**src/rtl/ps2_pkg.sv**
```systemverilog
// Shared PS/2 definitions: transmitter state encoding, frame length and parity helper.
package ps2_pkg;

    typedef enum logic [1:0] {
        IDLE,
        LOAD,
        SHIFT,
        GAP
    } ps2_tx_state_t;

    localparam int PS2_FRAME_BITS = 11;

    // Odd parity: the returned bit makes the total count of ones in byte+parity odd.
    function automatic logic ps2_odd_parity(input logic [7:0] b);
        return ~^b;
    endfunction

endpackage

```
**src/rtl/ps2_byte_fifo.sv**
```systemverilog
// Synchronous byte FIFO, 2**AW deep, with occupancy count and synchronous reset.
// Read data is the head entry, combinationally visible while not empty.
module ps2_byte_fifo #(
    parameter int AW = 3
) (
    input  logic          clk_sys,
    input  logic          reset,
    input  logic          push,
    input  logic [7:0]    din,
    input  logic          pop,
    output logic [7:0]    dout,
    output logic          full,
    output logic          empty,
    output logic [AW:0]   count
);

    localparam logic [AW:0] DEPTH = (AW+1)'(2**AW);

    logic [7:0]    mem [2**AW];
    logic [AW-1:0] wr_ptr;
    logic [AW-1:0] rd_ptr;
    logic          do_push;
    logic          do_pop;

    assign full    = (count == DEPTH);
    assign empty   = (count == '0);
    assign do_push = push && !full;
    assign do_pop  = pop && !empty;
    assign dout    = mem[rd_ptr];

    always_ff @(posedge clk_sys) begin
        if (do_push) begin
            mem[wr_ptr] <= din;
        end
    end

    always_ff @(posedge clk_sys) begin
        if (reset) begin
            wr_ptr <= '0;
            rd_ptr <= '0;
            count  <= '0;
        end else begin
            if (do_push) begin
                wr_ptr <= wr_ptr + AW'(1);
            end
            if (do_pop) begin
                rd_ptr <= rd_ptr + AW'(1);
            end
            case ({do_push, do_pop})
                2'b10:   count <= count + (AW+1)'(1);
                2'b01:   count <= count - (AW+1)'(1);
                default: count <= count;
            endcase
        end
    end

endmodule

```
**src/rtl/ps2_kbd_tx.sv**
```systemverilog
// PS/2 device-side transmitter: queued bytes are framed as start, 8 data LSB-first,
// odd parity, stop, with the PS/2 clock derived from a clk_sys divider.
module ps2_kbd_tx
    import ps2_pkg::*;
#(
    parameter int CLK_DIV    = 960,
    parameter int GAP_HALVES = 4,
    parameter int FIFO_AW    = 3
) (
    input  logic               clk_sys,
    input  logic               reset,
    input  logic [7:0]         byte_i,
    input  logic               byte_valid,
    output logic               byte_ready,
    output logic               ps2_kbd_clk,
    output logic               ps2_kbd_data,
    output logic               busy,
    output logic [FIFO_AW:0]   fifo_count
);

    ps2_tx_state_t state;
    logic [15:0]   div;
    logic          tick;
    logic [10:0]   shreg;
    logic [3:0]    bit_idx;
    logic          phase;
    logic [7:0]    gap_cnt;

    logic          fifo_full;
    logic          fifo_empty;
    logic [7:0]    fifo_dout;
    logic          pop;

    assign tick       = (div == 16'(CLK_DIV - 1));
    assign pop        = (state == LOAD);
    assign byte_ready = !fifo_full;
    assign busy       = (state != IDLE) || !fifo_empty;

    ps2_byte_fifo #(
        .AW(FIFO_AW)
    ) u_fifo (
        .clk_sys (clk_sys),
        .reset   (reset),
        .push    (byte_valid),
        .din     (byte_i),
        .pop     (pop),
        .dout    (fifo_dout),
        .full    (fifo_full),
        .empty   (fifo_empty),
        .count   (fifo_count)
    );

    always_ff @(posedge clk_sys) begin
        if (reset) begin
            state        <= IDLE;
            div          <= '0;
            shreg        <= '1;
            bit_idx      <= '0;
            phase        <= 1'b0;
            gap_cnt      <= '0;
            ps2_kbd_clk  <= 1'b1;
            ps2_kbd_data <= 1'b1;
        end else begin
            // Divider held at zero through LOAD so every frame starts a full half-period later.
            if (state == IDLE || state == LOAD || tick) begin
                div <= '0;
            end else begin
                div <= div + 16'd1;
            end

            case (state)
                IDLE: begin
                    ps2_kbd_clk  <= 1'b1;
                    ps2_kbd_data <= 1'b1;
                    if (!fifo_empty) begin
                        state <= LOAD;
                    end
                end
                LOAD: begin
                    shreg        <= {1'b1, ps2_odd_parity(fifo_dout), fifo_dout, 1'b0};
                    ps2_kbd_clk  <= 1'b1;
                    ps2_kbd_data <= 1'b0;
                    bit_idx      <= '0;
                    phase        <= 1'b0;
                    state        <= SHIFT;
                end
                SHIFT: begin
                    if (tick) begin
                        if (!phase) begin
                            ps2_kbd_clk <= 1'b0;
                            phase       <= 1'b1;
                        end else begin
                            // Data only moves on the rising half so it is stable at the falling edge.
                            ps2_kbd_clk <= 1'b1;
                            phase       <= 1'b0;
                            if (bit_idx == 4'(PS2_FRAME_BITS - 1)) begin
                                ps2_kbd_data <= 1'b1;
                                gap_cnt      <= '0;
                                state        <= GAP;
                            end else begin
                                bit_idx      <= bit_idx + 4'd1;
                                ps2_kbd_data <= shreg[bit_idx + 4'd1];
                            end
                        end
                    end
                end
                GAP: begin
                    ps2_kbd_clk  <= 1'b1;
                    ps2_kbd_data <= 1'b1;
                    if (tick) begin
                        if (gap_cnt == 8'(GAP_HALVES - 1)) begin
                            state <= fifo_empty ? IDLE : LOAD;
                        end else begin
                            gap_cnt <= gap_cnt + 8'd1;
                        end
                    end
                end
                default: state <= IDLE;
            endcase
        end
    end

endmodule

```
**config.mk**
```make
export PLATFORM = sky130hd
export DESIGN_NAME = ps2_kbd_tx
export DESIGN_NICKNAME = d
export VERILOG_FILES = /design/src/rtl/ps2_pkg.sv /design/src/rtl/ps2_byte_fifo.sv /design/src/rtl/ps2_kbd_tx.sv
export SDC_FILE = /design/constraint.sdc
export NUM_CORES = 1
export LEC_CHECK = 0
export CORE_UTILIZATION = 55
export CTS_CLUSTER_SIZE = 24
export DETAILED_ROUTE_END_ITERATION = 16
export DONT_BUFFER_PORTS = 1
export PLACE_DENSITY = 0.82
export SLEW_MARGIN = 20
export SYNTH_ARGS = -nofsm -noshare
export SYNTH_HDL_FRONTEND = slang
export SYNTH_SLANG_ARGS = --single-unit
```
**constraint.sdc**
```tcl
create_clock -name clk_sys -period 2.6 [get_ports clk_sys]
set_input_delay 0.39 -clock clk_sys [delete_from_list [all_inputs] [get_ports clk_sys]]
set_output_delay 0.39 -clock clk_sys [all_outputs]
set_load 0.05 [all_outputs]
```
# == After elaboration in Yosys (flattened, before gate mapping) ==
# Memory sizes are Yosys's and may differ from the RTL's. A register that Yosys moved wholly into a read port is not among the register bits.
# Cells that the tools add are included.
# totals
reg_bits,53
ramBits,64
input_bits,11
output_inout_bits,8
wordCells,94
memories,1
# mem_list
memory,depth,width,read_ports,rd_clocked_by_memory_dff,wr,line,rtl
u_fifo.mem,8,8,1,1,1,ps2_byte_fifo.sv:19,logic [7:0] mem [2**AW];
# op_classes
addsub,7
n_lt_le_gt_ge,1
eq_ne,17
mux,35
reduce_logical,22
# ops
operator,count
two-way mux 8 bit,5
"adder 16 x 1 -> 16 bit, second input constant",1
"equality test 16 x 10 -> 1 bit, second input constant",1
"!= test 2 bit, second input constant",8
case mux 4 bit (2 select lines),2
case mux 8 bit (2 select lines),1
two-way mux 2 bit,6
two-way mux 4 bit,3
AND reduction 6 bit,2
two-way mux 1 bit,11
"adder 4 x 1 -> 4 bit, second input constant",2
"adder 8 x 1 -> 8 bit, second input constant",1
"equality test 4 bit, second input constant",2
"equality test 8 x 2 -> 1 bit, second input constant",1
case mux 2 bit (4 select lines),1
nonzero test 2 bit,4
XNOR reduction 8 bit,1
"adder 3 x 1 -> 3 bit, second input constant",2
"equality test 2 bit, second input constant",3
two-way mux 3 bit,2
"less-than comparator 4 x 5 -> 1 bit, second input constant",1
binary-select mux 1 bit (select 4 bit),1
"equality test 2 x 1 -> 1 bit, second input constant",2
logical NOT 4 bit,1
other kinds (11),18

# == Longest topological paths before layout ==
# Gate-level depths: netlist of run 1.
# depth
ltp_word,7
mapped_depth,12

# == Modules after synthesis ==
# A second synthesis of run 1 with hierarchy kept.
# unflattened
hier_cells,430
hier_area_um2,5425.2
# modules_own_cells
mod,instances,cells_each,area_per_inst_um2,seq_area_each_um2
ps2_byte_fifo,1,167,3126.7,2182.1
ps2_kbd_tx,1,263,2298.5,860.8

# == Worst setup path after synthesis of run 1 ==
# Ideal clock, no wire load.
# synth_timing
kind,reg-to-reg
from,register u_fifo.count[1]
to,register u_fifo.count[2]
t_arrival_ns,2.911
required_time_ns,2.529
setup_slack_ns,-0.382
path_stages_with_launch,11
path_cell_list,dfxtp_1 -> clkbuf_1 -> nor4_1 -> nor2_1 -> ha_1 -> xor2_1 -> ha_1 -> a21oi_1 -> xor2_1 -> or3_1 -> a21oi_1
# synth_via
elab_chain_len,5
elab_cells_between_ends,12
# synth_lines
item,line,rtl
"start, declared",ps2_byte_fifo.sv:14,output logic [AW:0] count
"start signal, assigned",ps2_byte_fifo.sv:50,2'b10: count <= count + (AW+1)'(1);
"start signal, assigned",ps2_byte_fifo.sv:51,2'b01: count <= count - (AW+1)'(1);
"start signal, assigned",ps2_byte_fifo.sv:52,default: count <= count;
logical NOT 4 bit *,ps2_byte_fifo.sv:26,assign empty = (count == '0);
logical NOT 1 bit *,ps2_byte_fifo.sv:28,assign do_pop = pop && !empty;
logical AND 1 bit *,ps2_byte_fifo.sv:28,
named net u_fifo.do_pop,ps2_byte_fifo.sv:23,logic do_pop;
equality test 2 x 1 -> 1 bit or equality test 2 bit (tied branches),ps2_byte_fifo.sv:49,"case ({do_push, do_pop})"
case mux 4 bit (2 select lines) or nonzero test 2 bit (tied branches),-,
# The timed path passes the listed nets; every way through them passes the cells marked *.
# A chain may end at the register's enable or synchronous reset.

# == Final worst setup path of run 1 ==
# layout_timing
from,register div[13]
to,register gap_cnt[7]
# layout_via
elab_chain_len,3
elab_cells_between_ends,4
# layout_lines
item,line,rtl
"start, declared",ps2_kbd_tx.sv:22,logic [15:0] div;
"start signal, assigned",ps2_kbd_tx.sv:68,div <= div + 16'd1;
equality test 16 x 10 -> 1 bit *,ps2_kbd_tx.sv:34,assign tick = (div == 16'(CLK_DIV - 1));
!= test 2 bit (no source line),-,
AND reduction 6 bit (no source line) *,-,
"end signal, assigned",ps2_kbd_tx.sv:114,gap_cnt <= gap_cnt + 8'd1;
"end, declared",ps2_kbd_tx.sv:27,logic [7:0] gap_cnt;
# Every way passes the cells marked *; elsewhere a longest branch is shown, timed or not.

==> flow_metrics.py, run 1 <==
metrics = {
    "global_routing": {
        "grt_max_degree": 33,
        "antenna_found_initial": 0,
        "grt_pass1_wl_um": 16220,
        "track_usage_pct": 22.25,
        "grt-ovfl-total": 0,
        "first_global_vias": 3420,
    },
    "synth": {
        "yosys.area.top_type": "edfxtp_1",
        "synth_fp_nets": 445,
        "ys_seq_elements": 120,
        "synth_warnings": 0,
        "synth_top_family_by_area": "simple AND/OR/NAND/NOR gates",
        "synthesis.area_mm2": 0.005221,
        "synth_cells": 419,
        "synth-xor-area-share_pct": 5.536,
        "synth_area_leaders": "edfxtp_1 (37%), dfxtp_1 (21%), mux4_2 (7.8%), nor2_1 (4.0%), ha_1 (3.6%)",
        "synth_area_per_cell_um2": 12.46,
        "synth_flop_cell": "edfxtp_1",
        "yosys.cell_count.top_type": "edfxtp_1",
        "synth_common_cells": "edfxtp_1 (64), dfxtp_1 (56), nor2_1 (55)",
        "synthSimpleGateAreaFrac_pct": 14.02,
        "synth_mux_area_share_pct": 10.28,
        "synth_fa_ha_area_share_pct": 3.595,
        "synth_compound_area_share_pct": 6.207,
        "synth_top_area_share_pct": 36.81,
        "async_reset_ff_share_pct": 0,
        "yosysSeqAreaShare_pct": 58.28,
        "ys_types": 54,
        "synth_edf_count": 64,
    },
    "hold_path": {
        "hold_path_end": "u_fifo.wr_ptr[1]",
        "hold_start": "byte_valid",
        "hp-class": "input port to register",
        "hold_depth": 2,
    },
    "power": {
        "p_comb_share_pct": 19.7,
        "p_seq_share_pct": 42.3,
        "p_clk_share_pct": 38.0,
        "leakage_uw": 0.002103,
        "switching_share_pct": 29.62,
        "internal-power_uw": 3896,
        "power.switching_uw": 1640,
        "ir_worst_vdd_v": 0.0007763,
        "power.density_mw_per_mm2": 910.5,
    },
    "sta": {
        "min_period_over_period_pct": 89.74,
        "relSlewSlack_pct": 58.35,
        "setup_viol": 0,
        "fmax_mhz": 428.6,
        "fin_worst_skew_ns": 0.008614,
        "rsz0062_at_grt": "false",
        "max_slew.worst_pin.slew_ns": 0.6191,
        "maxSlewViolCount": 0,
        "min_period_ns": 2.333,
        "hold_viol": 0,
        "final.setup.tns_ns": 0,
    },
    "clocking": {
        "ctsLongestPathBuffers": 2,
        "clock_latency_ns": 0.51,
        "cts_inserted_buffers": 17,
        "clk_pin_slew_ns": 0.06,
        "cts.repair.resized": 0,
        "clock-sinks": 120,
        "htreeDepth": 4,
        "cts_root_buffer": "clkbuf_8",
        "cts_setup_buffers": 0,
        "cts_tree": "built",
    },
    "run": {
        "max-cap-violations": 0,
    },
    "routing": {
        "antenna_left": 0,
        "drt-wirelength-per-cell_um": 17.43,
        "drtIter0Drc": 178,
        "routed_wl_um": 9989,
        "route.detailed.drc": 0,
        "via_per_inst": 5.782,
        "firstDrtPassIters": 4,
        "dr_total_vias": 3313,
    },
    "final_layout": {
        "area_growth_pct": 16.44,
        "finish.utilization_pct": 66.11,
        "multi_input_area_mm2": 0.002086,
        "fill_cells": 660,
        "layout-drive-gt1-share_pct": 19.70,
        "num_antenna_cells": 0,
        "layout.nets": 475,
        "seqCellArea_mm2": 0.003045,
    },
    "run_status": {
        "outcome": "finished clean",
    },
    "worst_setup_path": {
        "worst_setup_path_start_kind": "register",
        "rrSetupSlack_ns": 0.27,
        "crit_type": "register to register",
        "worstRegToRegCells": 6,
        "cp_max_fo": 11,
        "worstPathArrival_ns": 2.74,
        "end_kind": "register",
        "reg2reg_to": "gap_cnt[7]",
        "required_ns": 3.00,
        "r2r-start": "div[13]",
    },
    "placement": {
        "port_buffers": 0,
        "gp_congestion": 0.8137,
        "dp_hpwl_um": 6179,
    },
    "floorplanning": {
        "coreArea_mm2": 0.009196,
        "start_util_pct": 56.78,
        "die_w_um": 99.44,
        "die_h_um": 99.44,
        "fp-row-count": 35,
        "die_area_mm2": 0.009887,
        "ios": 19,
    },
}
## state kept, by name, indices dropped and copies added (netlist names), named ones only
register,count
u_fifo.mem,64
ps2_kbd_clk,1
bit_idx,4
phase,1
u_fifo.wr_ptr,3
u_fifo.rd_ptr,3
ps2_kbd_data,1
div,16
shreg,10
gap_cnt,8
u_fifo.count,4
state,2
## worst max-delay path, stage by stage (launching register included)
cell and delay, ns:
dfxtp_1 0.33, or4_4 0.56, nor3b_1 0.30, nand4_1 0.40
nor4_1 0.42, xnor2_1 0.16, nor2_1 0.06
## worst max path at each step
stage                    startpoint               to  cells after the start
detailed placement          div[13]       gap_cnt[7]                      6
global route                 div[6]       gap_cnt[7]                      6
finish                      div[13]       gap_cnt[7]                      6
CTS                         div[13]       gap_cnt[7]                      6
global placement             div[6]       gap_cnt[7]                      6
floorplan           u_fifo.count[1]  u_fifo.count[2]                     10
## placed cells by master (no fill, tap or decap), types with 2 or more instances in the layout
cell,n
inv_1,8
dfxtp_2,2
nor3b_1,2
nand2_2,2
dfxtp_1,54
mux2i_1,6
xor2_1,20
or2_0,2
nor4_1,2
mux4_2,18
nor2_1,54
o21ai_0,9
ha_1,15
clkbuf_16,16
clkinv_1,3
o21bai_1,5
clkinvlp_4,5
edfxtp_1,64
buf_4,17
nor3_1,9
nand2b_1,4
clkinv_4,3
xnor2_1,13
clkinv_2,2
a21oi_1,20
nand3_1,21
dlygate4sd3_1,8
nand3b_1,4
inv_6,2
nand4_1,4
or3_1,5
nand2_1,23
a211o_1,4
mux2_2,5
## cells by family after synthesis
group	count (synthesis)
AOI/OAI and AO/OA	49
DFF	120
buffers and inverters	25
xor gates and xnor gates	33
muxes	30
and+or+nand+nor	147
adders and majority gates	15
## power groups by stage
stage | Combinational, uW | Clock [uW] | Sequential (uW)
finish | 1090 | 2100 | 2340
global placement | 1030 | 0 | 2370
CTS | 1090 | 2130 | 2340
detailed placement | 1060 | 0 | 2380
floorplan | 813 | 0 | 2370
global route | 1200 | 2210 | 2360
## area by class of cell
| type | instances | share of cell area (%) |
|---|---|---|
| clock buffer | 17 | 6.812 |
| clock inverter | 15 | 2.120 |
| inverter | 9 | 0.5557 |
| multi-input combinational | 274 | 34.31 |
| sequential | 120 | 50.09 |
| tap | 111 | 2.284 |
| timing repair buffer | 27 | 3.828 |
## metrics by stage
stage          power [uW]  instances  setup slack (ns)  hold slack, ns  instance area (um^2)
6_report             5536        573            0.2666         0.03427                  6080
5_1_grt              5775        573           0.01647         0.05246                  6080
4_1_cts              5565        573            0.2503         0.01374                  6085
3_5_place_dp         3437        532            0.2557          0.4510                  5451
3_3_place_gp         3402        532            0.3015          0.4412                  5451
2_1_floorplan        3180        419           0.04815          0.4253                  5241
## routing by layer
metal  track usage (%)  share of wire, %  vias up
met3             6.606               4.8       22
li1                  -                 -     1588
met4             12.33               2.6        0
met5                 0                 0        -
met2             40.01                53       80
met1             23.26                39     1623
## timing repair
item / in CTS / in global routing
endpoints found under the setup margin: 0 / 0
hold buffers: 9 / 0
hold endpoints to repair: 98 / 0
Note: power is estimated with default switching activity, not from simulation.
==> run 2: changes to the inputs <==
--- a/config.mk
+++ b/config.mk
@@ -9,7 +9,7 @@
 export CTS_CLUSTER_SIZE = 24
 export DETAILED_ROUTE_END_ITERATION = 16
 export DONT_BUFFER_PORTS = 1
-export PLACE_DENSITY = 0.82
+export PLACE_DENSITY = 0.73
 export SLEW_MARGIN = 20
 export SYNTH_ARGS = -nofsm -noshare
 export SYNTH_HDL_FRONTEND = slang
==> run 2 against run 1 <==
Count of clock-buffer cells in the layout increased by 2. Via count fell by 1.5%. Routed wire length fell by 3.7%. Combinational power about the same. Fmax decreased by 2.5%. Utilization up 0.61 points. First-iteration DRC count down 26%. Sequential cell count is the same. Critical path depth grew 5. Clock skew fell by 0.0034 ns. Largest power group unchanged.
==> flow_metrics.py, run 2 (synthesis gave the netlist of run 1 again) <==
metrics = {
    "sta": {
        "relSlewSlack_pct": 58.87,
        "min_period_over_period_pct": 92.07,
        "max_slew.worst_pin.slew_ns": 0.6114,
        "fin_worst_skew_ns": 0.005208,
        "min_period_ns": 2.394,
        "final.setup.tns_ns": 0,
        "maxSlewViolCount": 0,
        "fmax_mhz": 417.7,
        "setup_viol": 0,
        "rsz0062_at_grt": "false",
        "hold_viol": 0,
    },
    "clocking": {
        "cts.repair.resized": 0,
        "cts_inserted_buffers": 17,
        "ctsLongestPathBuffers": 2,
        "htreeDepth": 4,
        "cts_setup_buffers": 0,
        "clock-sinks": 120,
        "cts_root_buffer": "clkbuf_8",
        "cts_tree": "built",
        "clk_pin_slew_ns": 0.06,
        "clock_latency_ns": 0.52,
    },
    "worst_setup_path": {
        "required_ns": 3.05,
        "cp_slowest_cell": "dfxtp_1",
        "worstPathCellList": "inv_1, ha_1, clkinv_1, nor2_2, ha_1, xor2_1, ha_1, a21oi_1, xor2_1, or3_1, a21oi_1",
        "worstPathArrival_ns": 2.84,
        "crit_top_cell": "ha_1",
        "end_kind": "register",
        "crit_type": "register to register",
        "worstRegToRegCells": 11,
        "cp_max_fo": 6,
        "slowest_delay_ns": 0.36,
        "worst_setup_path_start_kind": "register",
    },
    "final_layout": {
        "largest_register": "u_fifo.mem",
        "layout-drive-gt1-share_pct": 19.44,
        "largestRegisters": "u_fifo.mem: 64 flops, div: 16 flops, shreg: 10 flops",
        "fill_cells": 677,
        "final_cell_mix": "edfxtp_1 (64), nor2_1 (54), dfxtp_1 (54), nand2_1 (23), nand3_1 (21)",
        "multi_input_area_mm2": 0.002086,
        "layout_commonest_cell": "edfxtp_1",
        "layout.nets": 476,
        "largest_register_ffs": 64,
        "num_antenna_cells": 0,
        "area_growth_pct": 17.52,
        "seqCellArea_mm2": 0.003045,
    },
    "floorplanning": {
        "start_util_pct": 56.78,
        "die_h_um": 99.44,
        "die_w_um": 99.44,
        "coreArea_mm2": 0.009196,
        "fp-row-count": 35,
        "ios": 19,
        "die_area_mm2": 0.009887,
    },
    "hold_path": {
        "hp-class": "input port to register",
        "hold_depth": 2,
    },
    "power": {
        "p_clk_share_pct": 39.6,
        "power.switching_uw": 1596,
        "total_power_uw": 5682,
        "internal-power_uw": 4086,
        "switching_share_pct": 28.09,
        "ir_worst_vdd_v": 0.0007043,
        "power.density_mw_per_mm2": 926.0,
        "p_comb_share_pct": 19.2,
        "p_seq_share_pct": 41.2,
        "leakage_uw": 0.002131,
    },
    "routing": {
        "drtIter0Drc": 132,
        "dr_total_vias": 3262,
        "routed_wl_um": 9620,
        "via_per_inst": 5.683,
        "antenna_left": 0,
        "firstDrtPassIters": 4,
        "drt-wirelength-per-cell_um": 16.76,
        "route.detailed.drc": 0,
    },
    "global_routing": {
        "grt-ovfl-total": 0,
        "grt_max_degree": 33,
        "first_global_vias": 3311,
        "track_usage_pct": 22.13,
        "antenna_found_initial": 0,
        "grt_pass1_wl_um": 16140,
    },
    "placement": {
        "gp_congestion": 0.7667,
        "dp_hpwl_um": 6214,
        "port_buffers": 0,
    },
    "run_status": {
        "outcome": "finished clean",
    },
    "run": {
        "max-cap-violations": 0,
    },
}
==> run 2: worst max-delay path: cells and delay by family, from the launching register on <==
family | cells | cell delay (ns)
AND/OR/NAND/NOR | 2 | 0.53
flip-flops | 1 | 0.36
buffers and inverters | 2 | 0.23
adder cells (fa/ha/maj) | 3 | 0.67
XOR/XNOR | 2 | 0.34
AO/OA/AOI/OAI | 2 | 0.20
==> run 2: repair_timing <==
action                                 CTS  global route
endpoints found under the hold margin   98             0
hold buffers                             9             0
setup endpoints to repair                0             0
==> run 2: power groups by stage <==
stage               combinational, uW  sequential, uW  clock, uW
floorplan                         813            2370          0
global placement                 1030            2370          0
detailed placement               1060            2380          0
CTS                              1100            2340       2290
global route                     1190            2360       2380
finish                           1090            2340       2250
==> run 2: cell type report <==
cell class | count | share of cell area [%]
clock buffers | 19 | 6.872
clock inverters | 13 | 2.529
inverters | 9 | 0.5506
multi-input cells | 274 | 33.99
flip-flops and latches | 120 | 49.63
well taps | 111 | 2.263
repair buffers | 28 | 4.160
==> run 2: metrics by stage <==
step	hold slack [ns]	instance area [um^2]	setup WS, ns	utilization, %	std cells
detailed placement	0.4421	5459	0.2277	59.36	533
finish	0.03437	6136	0.2061	66.72	574
global route	0.01503	6136	0.003504	66.72	574
CTS	0.007987	6136	0.2013	66.72	574
floorplan	0.4253	5241	0.04815	-	419
global placement	0.4303	5459	0.3517	59.36	533
==> run 2: routing by layer <==
layer | part of all wire [%] | wire (um) | vias to the layer above | GRT usage [%]
met5 | 0 | 0 | - | 0
met4 | 1.5 | 142 | 0 | 9.050
met3 | 4.3 | 416 | 14 | 7.027
met2 | 52 | 5000 | 63 | 38.78
met1 | 42 | 4061 | 1595 | 25.06
li1 | - | - | 1590 | -
==> run 2: worst paths after layout <==
path / from / to / slack [ns]
hold reg to reg: shreg[0] / shreg[0] / 0.45
setup / recovery: state[1] / u_fifo.count[2] / 0.21
hold / removal: byte_valid / u_fifo.wr_ptr[1] / 0.03
setup reg to reg: state[1] / u_fifo.count[2] / 0.21
